===== src/rtl/k005297_pgverify.sv =====
// k005297_pgverify
//   Page-verify sequencer that sits behind the serial checksum comparator.
//   For each page it collects the invalid-page marker (shifted in LSB first),
//   latches the checksum-equal flag at page end, and then makes one decision:
//   accept, skip as a bad-map entry, retry, or raise a fatal error.
//
// Ports
//   i_MCLK          master clock
//   i_MRST          synchronous reset, active-high (acts on every i_MCLK edge)
//   i_CLK2M_PCEN_n  clock enable, active-low; all other state moves only on CE
//   i_PAGE_START    page transfer begins (1-CE pulse)
//   i_MARK_SHIFT    marker bit valid this CE
//   i_INVALPG_LSB   marker serial bit, LSB first
//   i_PAGE_END      comparison finished; i_SUMEQ_n is final
//   i_SUMEQ_n       0 = checksum matched
//   i_ABORT         controller abort; drops the page and returns to IDLE
//   o_PAGE_OK       1-CE pulse: page accepted
//   o_PAGE_INVAL    1-CE pulse: page is a bad-map entry
//   o_RETRY_REQ     1-CE pulse: re-read same page
//   o_ERR_FATAL     sticky; retries exhausted
//   o_RETRY_CNT     retries consumed on the current page
//   o_BUSY          high while in ACCUM/JUDGE
module k005297_pgverify #(
  parameter int               MAX_RETRY     = 3,
  parameter int               MARK_W        = 12,
  parameter logic [MARK_W-1:0] INVAL_PATTERN = 12'hFFF
) (
  input  logic       i_MCLK,
  input  logic       i_MRST,
  input  logic       i_CLK2M_PCEN_n,
  input  logic       i_PAGE_START,
  input  logic       i_MARK_SHIFT,
  input  logic       i_INVALPG_LSB,
  input  logic       i_PAGE_END,
  input  logic       i_SUMEQ_n,
  input  logic       i_ABORT,
  output logic       o_PAGE_OK,
  output logic       o_PAGE_INVAL,
  output logic       o_RETRY_REQ,
  output logic       o_ERR_FATAL,
  output logic [2:0] o_RETRY_CNT,
  output logic       o_BUSY
);

  localparam int CW = $clog2(MARK_W + 1);

  typedef enum logic [1:0] {S_IDLE, S_ACCUM, S_JUDGE, S_FAIL} state_t;

  state_t            r_state, w_nxt;
  logic [MARK_W-1:0] r_mark;
  logic [CW-1:0]     r_bits;
  logic              r_sumeq_n;
  logic [2:0]        r_cnt;
  logic              r_ok, r_inval, r_retry, r_fatal, r_busy;

  logic w_ce;
  logic w_ok, w_inval, w_retry, w_fatal_set;
  logic w_cnt_clr, w_cnt_inc, w_acc_clr, w_accum_live, w_mismatch;

  assign w_ce = ~i_CLK2M_PCEN_n;
  // ACCUM activity is suppressed by abort, which outranks everything but reset.
  assign w_accum_live = (r_state == S_ACCUM) && !i_ABORT;

  always_comb begin
    w_nxt       = r_state;
    w_ok        = 1'b0;
    w_inval     = 1'b0;
    w_retry     = 1'b0;
    w_fatal_set = 1'b0;
    w_cnt_clr   = 1'b0;
    w_cnt_inc   = 1'b0;
    w_acc_clr   = 1'b0;
    w_mismatch  = 1'b0;
    case (r_state)
      S_IDLE: begin
        if (i_PAGE_START) begin
          w_nxt     = S_ACCUM;
          w_acc_clr = 1'b1;
        end
      end
      S_ACCUM: begin
        if (i_ABORT) begin
          w_nxt     = S_IDLE;
          w_cnt_clr = 1'b1;
        end else if (i_PAGE_END) begin
          w_nxt = S_JUDGE;
        end
      end
      S_JUDGE: begin
        w_nxt = S_IDLE;
        if (i_ABORT) begin
          w_cnt_clr = 1'b1;
        end else if (r_bits != CW'(MARK_W)) begin
          // A short marker cannot be trusted, so the page is re-read.
          w_mismatch = 1'b1;
        end else if (r_mark == INVAL_PATTERN) begin
          w_inval   = 1'b1;
          w_cnt_clr = 1'b1;
        end else if (!r_sumeq_n) begin
          w_ok      = 1'b1;
          w_cnt_clr = 1'b1;
        end else begin
          w_mismatch = 1'b1;
        end
        if (w_mismatch) begin
          if (r_cnt < 3'(MAX_RETRY)) begin
            w_retry   = 1'b1;
            w_cnt_inc = 1'b1;
          end else begin
            w_fatal_set = 1'b1;
            w_nxt       = S_FAIL;
          end
        end
      end
      default: w_nxt = S_FAIL;  // FAIL only leaves via reset
    endcase
  end

  always_ff @(posedge i_MCLK) begin
    if (i_MRST) begin
      r_state   <= S_IDLE;
      r_mark    <= '0;
      r_bits    <= '0;
      r_sumeq_n <= 1'b0;
      r_cnt     <= '0;
      r_ok      <= 1'b0;
      r_inval   <= 1'b0;
      r_retry   <= 1'b0;
      r_fatal   <= 1'b0;
      r_busy    <= 1'b0;
    end else if (w_ce) begin
      r_state <= w_nxt;
      // Pulses are rewritten every CE, so each lasts exactly one CE period.
      r_ok    <= w_ok;
      r_inval <= w_inval;
      r_retry <= w_retry;
      r_fatal <= r_fatal | w_fatal_set;
      r_busy  <= (w_nxt == S_ACCUM) || (w_nxt == S_JUDGE);

      if (w_cnt_clr)      r_cnt <= '0;
      else if (w_cnt_inc) r_cnt <= r_cnt + 3'd1;

      if (w_acc_clr) begin
        r_mark <= '0;
        r_bits <= '0;
      end else if (w_accum_live && i_MARK_SHIFT) begin
        // Shift happens before the judge CE, so a bit arriving with
        // PAGE_END is already part of the judged marker.
        r_mark <= {i_INVALPG_LSB, r_mark[MARK_W-1:1]};
        if (r_bits != CW'(MARK_W)) r_bits <= r_bits + CW'(1);
      end

      if (w_accum_live && i_PAGE_END) r_sumeq_n <= i_SUMEQ_n;
    end
  end

  assign o_PAGE_OK    = r_ok;
  assign o_PAGE_INVAL = r_inval;
  assign o_RETRY_REQ  = r_retry;
  assign o_ERR_FATAL  = r_fatal;
  assign o_RETRY_CNT  = r_cnt;
  assign o_BUSY       = r_busy;

endmodule


===== config.mk =====
export PLATFORM = sky130hd
export DESIGN_NAME = k005297_pgverify
export DESIGN_NICKNAME = d
export VERILOG_FILES = /design/src/rtl/k005297_pgverify.sv
export SDC_FILE = /design/constraint.sdc
export NUM_CORES = 1
export LEC_CHECK = 0
export CAP_MARGIN = 20
export CORE_UTILIZATION = 40
export DETAILED_ROUTE_END_ITERATION = 8
export GPL_TIMING_DRIVEN = 0
export PLACE_DENSITY = 0.59
export REMOVE_ABC_BUFFERS = 1
export SLEW_MARGIN = 20
export SYNTH_ARGS = -nofsm -noshare
export SYNTH_HDL_FRONTEND = slang
export SYNTH_SLANG_ARGS = --single-unit

===== constraint.sdc =====
create_clock -name i_MCLK -period 5 [get_ports i_MCLK]
set_clock_uncertainty 0.2 [all_clocks]
set_input_delay 1 -clock i_MCLK [delete_from_list [all_inputs] [get_ports i_MCLK]]
set_output_delay 1 -clock i_MCLK [all_outputs]
set_load 0.005 [all_outputs]

==> results by group, run 1 <==
Worst setup path
  – Worst r2r path cells: 6
  – CP max FO: 15
  – Worst setup EP type: flip-flop
  – CP Data Required Time: 5.05 ns
  – Worst setup SP type: primary input
  – Crit path DAT: 2.81 ns
  – Crit Path Category: primary input to flip-flop

Timing
  – Highest clock rate: 0.362 GHz
  – Hold WS: 0.255 ns
  – Slew Limit Fails: 0
  – Final Hold Fails: 0
  – Post-layout min period: 2.76 ns
  – Worst Tran Pin Value: 1.04 ns
  – Fin Setup TNS: 0 ns
  – RSZ-0062 raised after global routing: no
  – Max_slew headroom: 0.305
  – Setup violators final: 0
  – Final Cycle Share: 0.552

Power and ir drop
  – Net Sw Frac: 0.271
  – Comb power frac: 0.129
  – Reg power frac: 0.599
  – Power Density: 226 nW/um^2
  – Worst VDD drop: 153 uV
  – Share of total power in the clock network: 0.271
  – Power, Total: 372 uW
  – Pint: 271 uW
  – Leakage power: 0.000566 uW
  – P_sw: 101 uW

Synth
  – Area leader, netlist: dfxtp_1
  – Cell count after synthesis: 164
  – Synth area leaders: dfxtp_1, a22oi_1, ha_1, nor2_1, a21oi_1
  – Async SR Flop Fraction: 0
  – Synth unique cells: 46
  – Seq/Total Area, Yosys: 0.374
  – Synthesized area: 1440 sq um
  – Synth top area share: 0.374
  – Syn avg cell area: 8.80 sq um
  – FF+latch count, synth: 27
  – Synth Flop Type: dfxtp_1
  – Post-synth EDFFs: 0
  – Yosys Warn Count: 0

Floorplanning
  – Site row count: 21
  – # IOs: 17
  – Placeable Area: 3390 sq um
  – Die X: 62.1 um
  – Die Y: 62.1 um
  – Initial core utilization: 0.426
  – Die area: 3850 sq um

Placed design
  – HPWL Detailed: 2.02 mm
  – Final Wtd Congestion: 0.782
  – Port-buffer cells: 16
  – Placed cell count: 218

CTS
  – Post-CTS setup buffer count: 0
  – CTS root buffer: clkbuf_4
  – Clk slew on worst S/H paths: 0.16 ns
  – Clock sinks: 27
  – CTS tree: done
  – Clock Latency Late Sink: 0.33 ns
  – Post_cts resized: 0
  – Clock buffer depth: 2
  – TritonCTS buffer count: 3
  – # H-tree levels: 1
  – CTS Hold Buffers Added: 0

Cells and area
  – Most common cell after layout, fill and taps aside: dfxtp_1
  – Antenna Cells: 0
  – Commonest cells after routing, fill and taps aside: dfxtp_1, nor2_1, clkdlybuf4s50_1
  – Layout area overhead: 14.0%
  – Fill count: 343
  – Post-layout net count: 193
  – Share of layout cells above drive strength 1: 0.0568
  – Finished Layout Cells: 222

Detailed routing
  – DR pass1 iterations: 4
  – Routed vias: 1235
  – Wire length per cell: 12.9 um
  – Post-route antenna net violation count: 0
  – Iteration-0 DRC count of the detailed router: 90
  – DRC viols: 0
  – Vias per cell: 5.56
  – Routed WL: 2.86 mm

GRT
  – Global-route wire length before repair: 4.68 mm
  – Gr usage total: 0.164
  – Overflow after GRT: 0
  – Largest net degree at the start of global routing: 31
  – Initial antenna violation count: 0
  – Vias in the first global route: 1076

Hold path
  – Hold Crit Class: flip-flop to flip-flop
  – Hold path depth: 2

Outcome
  – Outcome: finished clean

Run
  – Max cap viols: 0
## metal layers
| metal | track usage | up-vias | share of wire | wire [um] |
|---|---|---|---|---|
| met5 | 0 | - | 0 | 0 |
| met4 | 0.0190 | 0 | 0.0035 | 10 |
| met3 | 0.0476 | 2 | 0.036 | 104 |
| met2 | 0.283 | 21 | 0.47 | 1350 |
| met1 | 0.208 | 582 | 0.49 | 1400 |
| li1 | - | 630 | - | - |
## synth_stat cells (2+ instances only)
| cell | instances |
|---|---|
| a22oi_1 | 12 |
| nand4bb_1 | 2 |
| a21oi_1 | 9 |
| nand4_1 | 7 |
| or3_1 | 2 |
| a31oi_1 | 3 |
| or4_1 | 2 |
| or4b_1 | 2 |
| clkbuf_1 | 5 |
| nor3_1 | 4 |
| a21o_1 | 3 |
| buf_6 | 2 |
| nand3b_1 | 3 |
| dfxtp_1 | 27 |
| nor2_1 | 22 |
| nand2b_1 | 4 |
| o21a_1 | 2 |
| nand2_1 | 5 |
| o21ai_0 | 4 |
| o31a_1 | 2 |
| inv_1 | 10 |
| ha_1 | 7 |
| o32ai_1 | 2 |
## state kept, by name, indices dropped and copies added, names as in the netlist
name,flops
r_bits,4
r_sumeq_n,1
o_BUSY,1
o_RETRY_CNT,3
r_mark,12
r_state,2
o_ERR_FATAL,1
o_RETRY_REQ,1
o_PAGE_INVAL,1
o_PAGE_OK,1
## power groups by stage
stage,Clock (uW),Combinational [uW],Sequential (uW)
global route,113,53.5,224
finish,101,48.1,223
CTS,106,48.2,223
detailed placement,0,47.8,227
floorplan,0,26.9,226
global placement,0,47.2,227
## worst max-delay path: stages
cell	delay, ns
clkdlybuf4s50_1	0.69
nor3b_2	0.36
o211ai_1	0.19
or4b_1	0.51
o41ai_2	0.06
## stage by stage
step | instance area [sq um] | util | setup slack [ns]
after floorplan | 1400 | - | 2.72
after detailed placement | 1620 | 0.477 | 1.88
after CTS | 1650 | 0.485 | 2.24
final | 1650 | 0.485 | 2.24
after global placement | 1620 | 0.477 | 1.91
after global routing | 1650 | 0.485 | 2.09
## worst paths after layout
check | startpoint | endpoint | slack, ns
setup reg to reg | r_state[1]$_SDFFE_PP0N_ | o_BUSY$_SDFFE_PP0N_ | 2.72
hold reg to reg | o_ERR_FATAL$_SDFFE_PP0N_ | o_ERR_FATAL$_SDFFE_PP0N_ | 0.25
hold / removal | o_ERR_FATAL$_SDFFE_PP0N_ | o_ERR_FATAL$_SDFFE_PP0N_ | 0.25
setup / recovery | i_CLK2M_PCEN_n | o_RETRY_CNT[1]$_SDFFE_PP0P_ | 2.24
## layout make-up
class	count	area (sq um)	area share
Clock buffer	3	22.5	0.0137
Clock inverter	1	7.51	0.00456
Inverter	10	37.5	0.0228
Multi-Input combinational cell	119	820	0.498
Sequential cell	27	541	0.329
Tap cell	46	57.6	0.0350
Timing Repair Buffer	16	160	0.0973
## logic make-up after synthesis
family	Yosys count	synth area share
adder cells (fa/ha/maj)	7	0.0607
multiplexers	1	0.00693
AO/OA/AOI/OAI	45	0.222
AND/OR/NAND/NOR	66	0.278
flip-flops	27	0.374
buffers and inverters	18	0.0581
No activity file was read; power rests on OpenSTA's default activity.
==> run 2: changes to the inputs <==
--- a/config.mk
+++ b/config.mk
@@ -9,7 +9,7 @@
 export CORE_UTILIZATION = 40
 export DETAILED_ROUTE_END_ITERATION = 8
 export GPL_TIMING_DRIVEN = 0
-export PLACE_DENSITY = 0.59
+export PLACE_DENSITY = 0.62
 export REMOVE_ABC_BUFFERS = 1
 export SLEW_MARGIN = 20
 export SYNTH_ARGS = -nofsm -noshare
==> constraint.sdc (replaced) <==
create_clock -name i_MCLK -period 2.2 [get_ports i_MCLK]
set_clock_uncertainty 0.2 [all_clocks]
set_input_delay 0.44 -clock i_MCLK [delete_from_list [all_inputs] [get_ports i_MCLK]]
set_output_delay 0.44 -clock i_MCLK [all_outputs]
set_load 0.005 [all_outputs]
==> run 2 against run 1 <==
Net effect:
- wire length increased by 2.3%
- count of clock-buffer cells in the layout unchanged
- combinational power increased by 130%
- cell count unchanged
- global-route usage increased by 0.17 points
- clock power increased by 120%
- via count increased by 3.6%
- hold slack improved by 0.011 ns
- worst setup slack got worse by 2.2 ns
==> results by group, run 2 (synthesis results as in run 1) <==
Outcome
  – Outcome: finished clean

Worst setup path
  – Crit path DAT: 2.19 ns
  – Worst setup SP type: primary input
  – CP Data Required Time: 2.24 ns
  – Worst setup EP type: flip-flop
  – CP max FO: 11
  – Worst r2r path cells: 6
  – Crit Path Category: primary input to flip-flop

GRT
  – Initial antenna violation count: 0
  – Largest net degree at the start of global routing: 31
  – Overflow after GRT: 0
  – Gr usage total: 0.166
  – Global-route wire length before repair: 4.74 mm
  – Vias in the first global route: 1092

Cells and area
  – Fin area: 1660 sq um
  – Finished Layout Cells: 222
  – Antenna Cells: 0
  – Commonest cells after routing, fill and taps aside: dfxtp_1, nor2_1, clkdlybuf4s50_1
  – Post-layout net count: 193
  – Fill count: 328
  – Layout area overhead: 14.8%
  – Most flops, register: r_mark
  – Final core utilization: 0.489
  – Share of layout cells above drive strength 1: 0.0852
  – Flip-flop count of the largest register after layout: 12
  – Most common cell after layout, fill and taps aside: dfxtp_1

CTS
  – Clock sinks: 27
  – CTS Hold Buffers Added: 0
  – TritonCTS buffer count: 3
  – Clock Latency Late Sink: 0.33 ns
  – Clock buffer depth: 2
  – CTS tree: done
  – Clk slew on worst S/H paths: 0.14 ns
  – # H-tree levels: 1
  – CTS root buffer: clkbuf_4

Detailed routing
  – DR pass1 iterations: 4
  – Wire length per cell: 13.2 um
  – Routed vias: 1279
  – DRC viols: 0
  – Vias per cell: 5.76
  – Iteration-0 DRC count of the detailed router: 97
  – Routed WL: 2.93 mm
  – Post-route antenna net violation count: 0

Hold path
  – Hold Crit Class: flip-flop to flip-flop
  – Hold path depth: 2

Floorplanning
  – Site row count: 21
  – # IOs: 17
  – Placeable Area: 3390 sq um
  – Die X: 62.1 um
  – Initial core utilization: 0.426
  – Die Y: 62.1 um
  – Die area: 3850 sq um

Timing
  – Highest clock rate: 0.465 GHz
  – Max_slew headroom: 0.308
  – RSZ-0062 raised after global routing: no
  – Slew Limit Fails: 0
  – Worst Tran Pin Value: 1.04 ns
  – Final Cycle Share: 0.978
  – Final Hold Fails: 0
  – Setup violators final: 0
  – Hold WS: 0.266 ns
  – Post-layout min period: 2.15 ns

Placed design
  – Final Wtd Congestion: 0.731
  – HPWL Detailed: 2.18 mm
  – Port-buffer cells: 16
  – Placed cell areas: 1620 sq um
  – Placed cell count: 218

Power and ir drop
  – Power Density: 506 nW/um^2
  – Worst VDD drop: 185 uV
  – Leakage power: 0.000574 uW

Run
  – Max cap viols: 0
-- run 2: critical path: stages --
cell and delay, ns:
clkdlybuf4s50_1 0.67, nand3b_1 0.21, o32ai_1 0.11, or4b_1 0.54, a31o_1 0.22
-- run 2: layout make-up --
cell class	instances	area, sq um	share of cell area
Sequential cell	27	546	0.329
Clock buffer	3	22.5	0.0136
Clock inverter	1	7.51	0.00453
Timing Repair Buffer	16	161	0.0974
Tap cell	46	57.6	0.0347
Inverter	10	37.5	0.0226
Multi-Input combinational cell	119	826	0.498
-- run 2: per-layer routing --
| metal | vias to the layer above | part of all wire | GRT usage |
|---|---|---|---|
| li1 | 633 | - | - |
| met4 | 0 | 0.0079 | 0.0476 |
| met5 | - | 0 | 0 |
| met1 | 615 | 0.50 | 0.222 |
| met3 | 4 | 0.029 | 0.0248 |
| met2 | 27 | 0.46 | 0.275 |
-- run 2: worst paths after layout --
| kind | from | to | slack, ns |
|---|---|---|---|
| worst max register to register | r_state[0]$_SDFFE_PP0N_ | o_BUSY$_SDFFE_PP0N_ | 0.13 |
| worst min register to register | o_ERR_FATAL$_SDFFE_PP0N_ | o_ERR_FATAL$_SDFFE_PP0N_ | 0.27 |
| worst min-delay path | o_ERR_FATAL$_SDFFE_PP0N_ | o_ERR_FATAL$_SDFFE_PP0N_ | 0.27 |
| worst max-delay path | i_ABORT | o_BUSY$_SDFFE_PP0N_ | 0.05 |
-- run 2: metrics by stage --
| step | TNS (ns) | setup slack, ns | total power, uW |
|---|---|---|---|
| 2_1_floorplan | 0 | 0.190 | 576 |
| 5_1_grt | 0 | 0.0190 | 883 |
| 3_3_place_gp | -3.05 | -0.304 | 623 |
| 3_5_place_dp | -4.10 | -0.355 | 626 |
| 6_report | 0 | 0.0473 | 839 |
| 4_1_cts | 0 | 0.0101 | 847 |
-- run 2: where the power goes --
part / internal [uW] / leakage (uW) / switching [uW] / total, uW
Combinational: 50.0 / 0.000341 / 61.7 / 112
Clock: 69.5 / 0.0000139 / 151 / 220
Sequential: 497 / 0.000219 / 9.79 / 507
-- run 2: repair_timing --
item | in CTS | in global routing
setup buffers | 0 | 0
gates resized for setup | 3 | 5
hold endpoints to repair | 0 | 0
setup endpoints to repair | 6 | 17
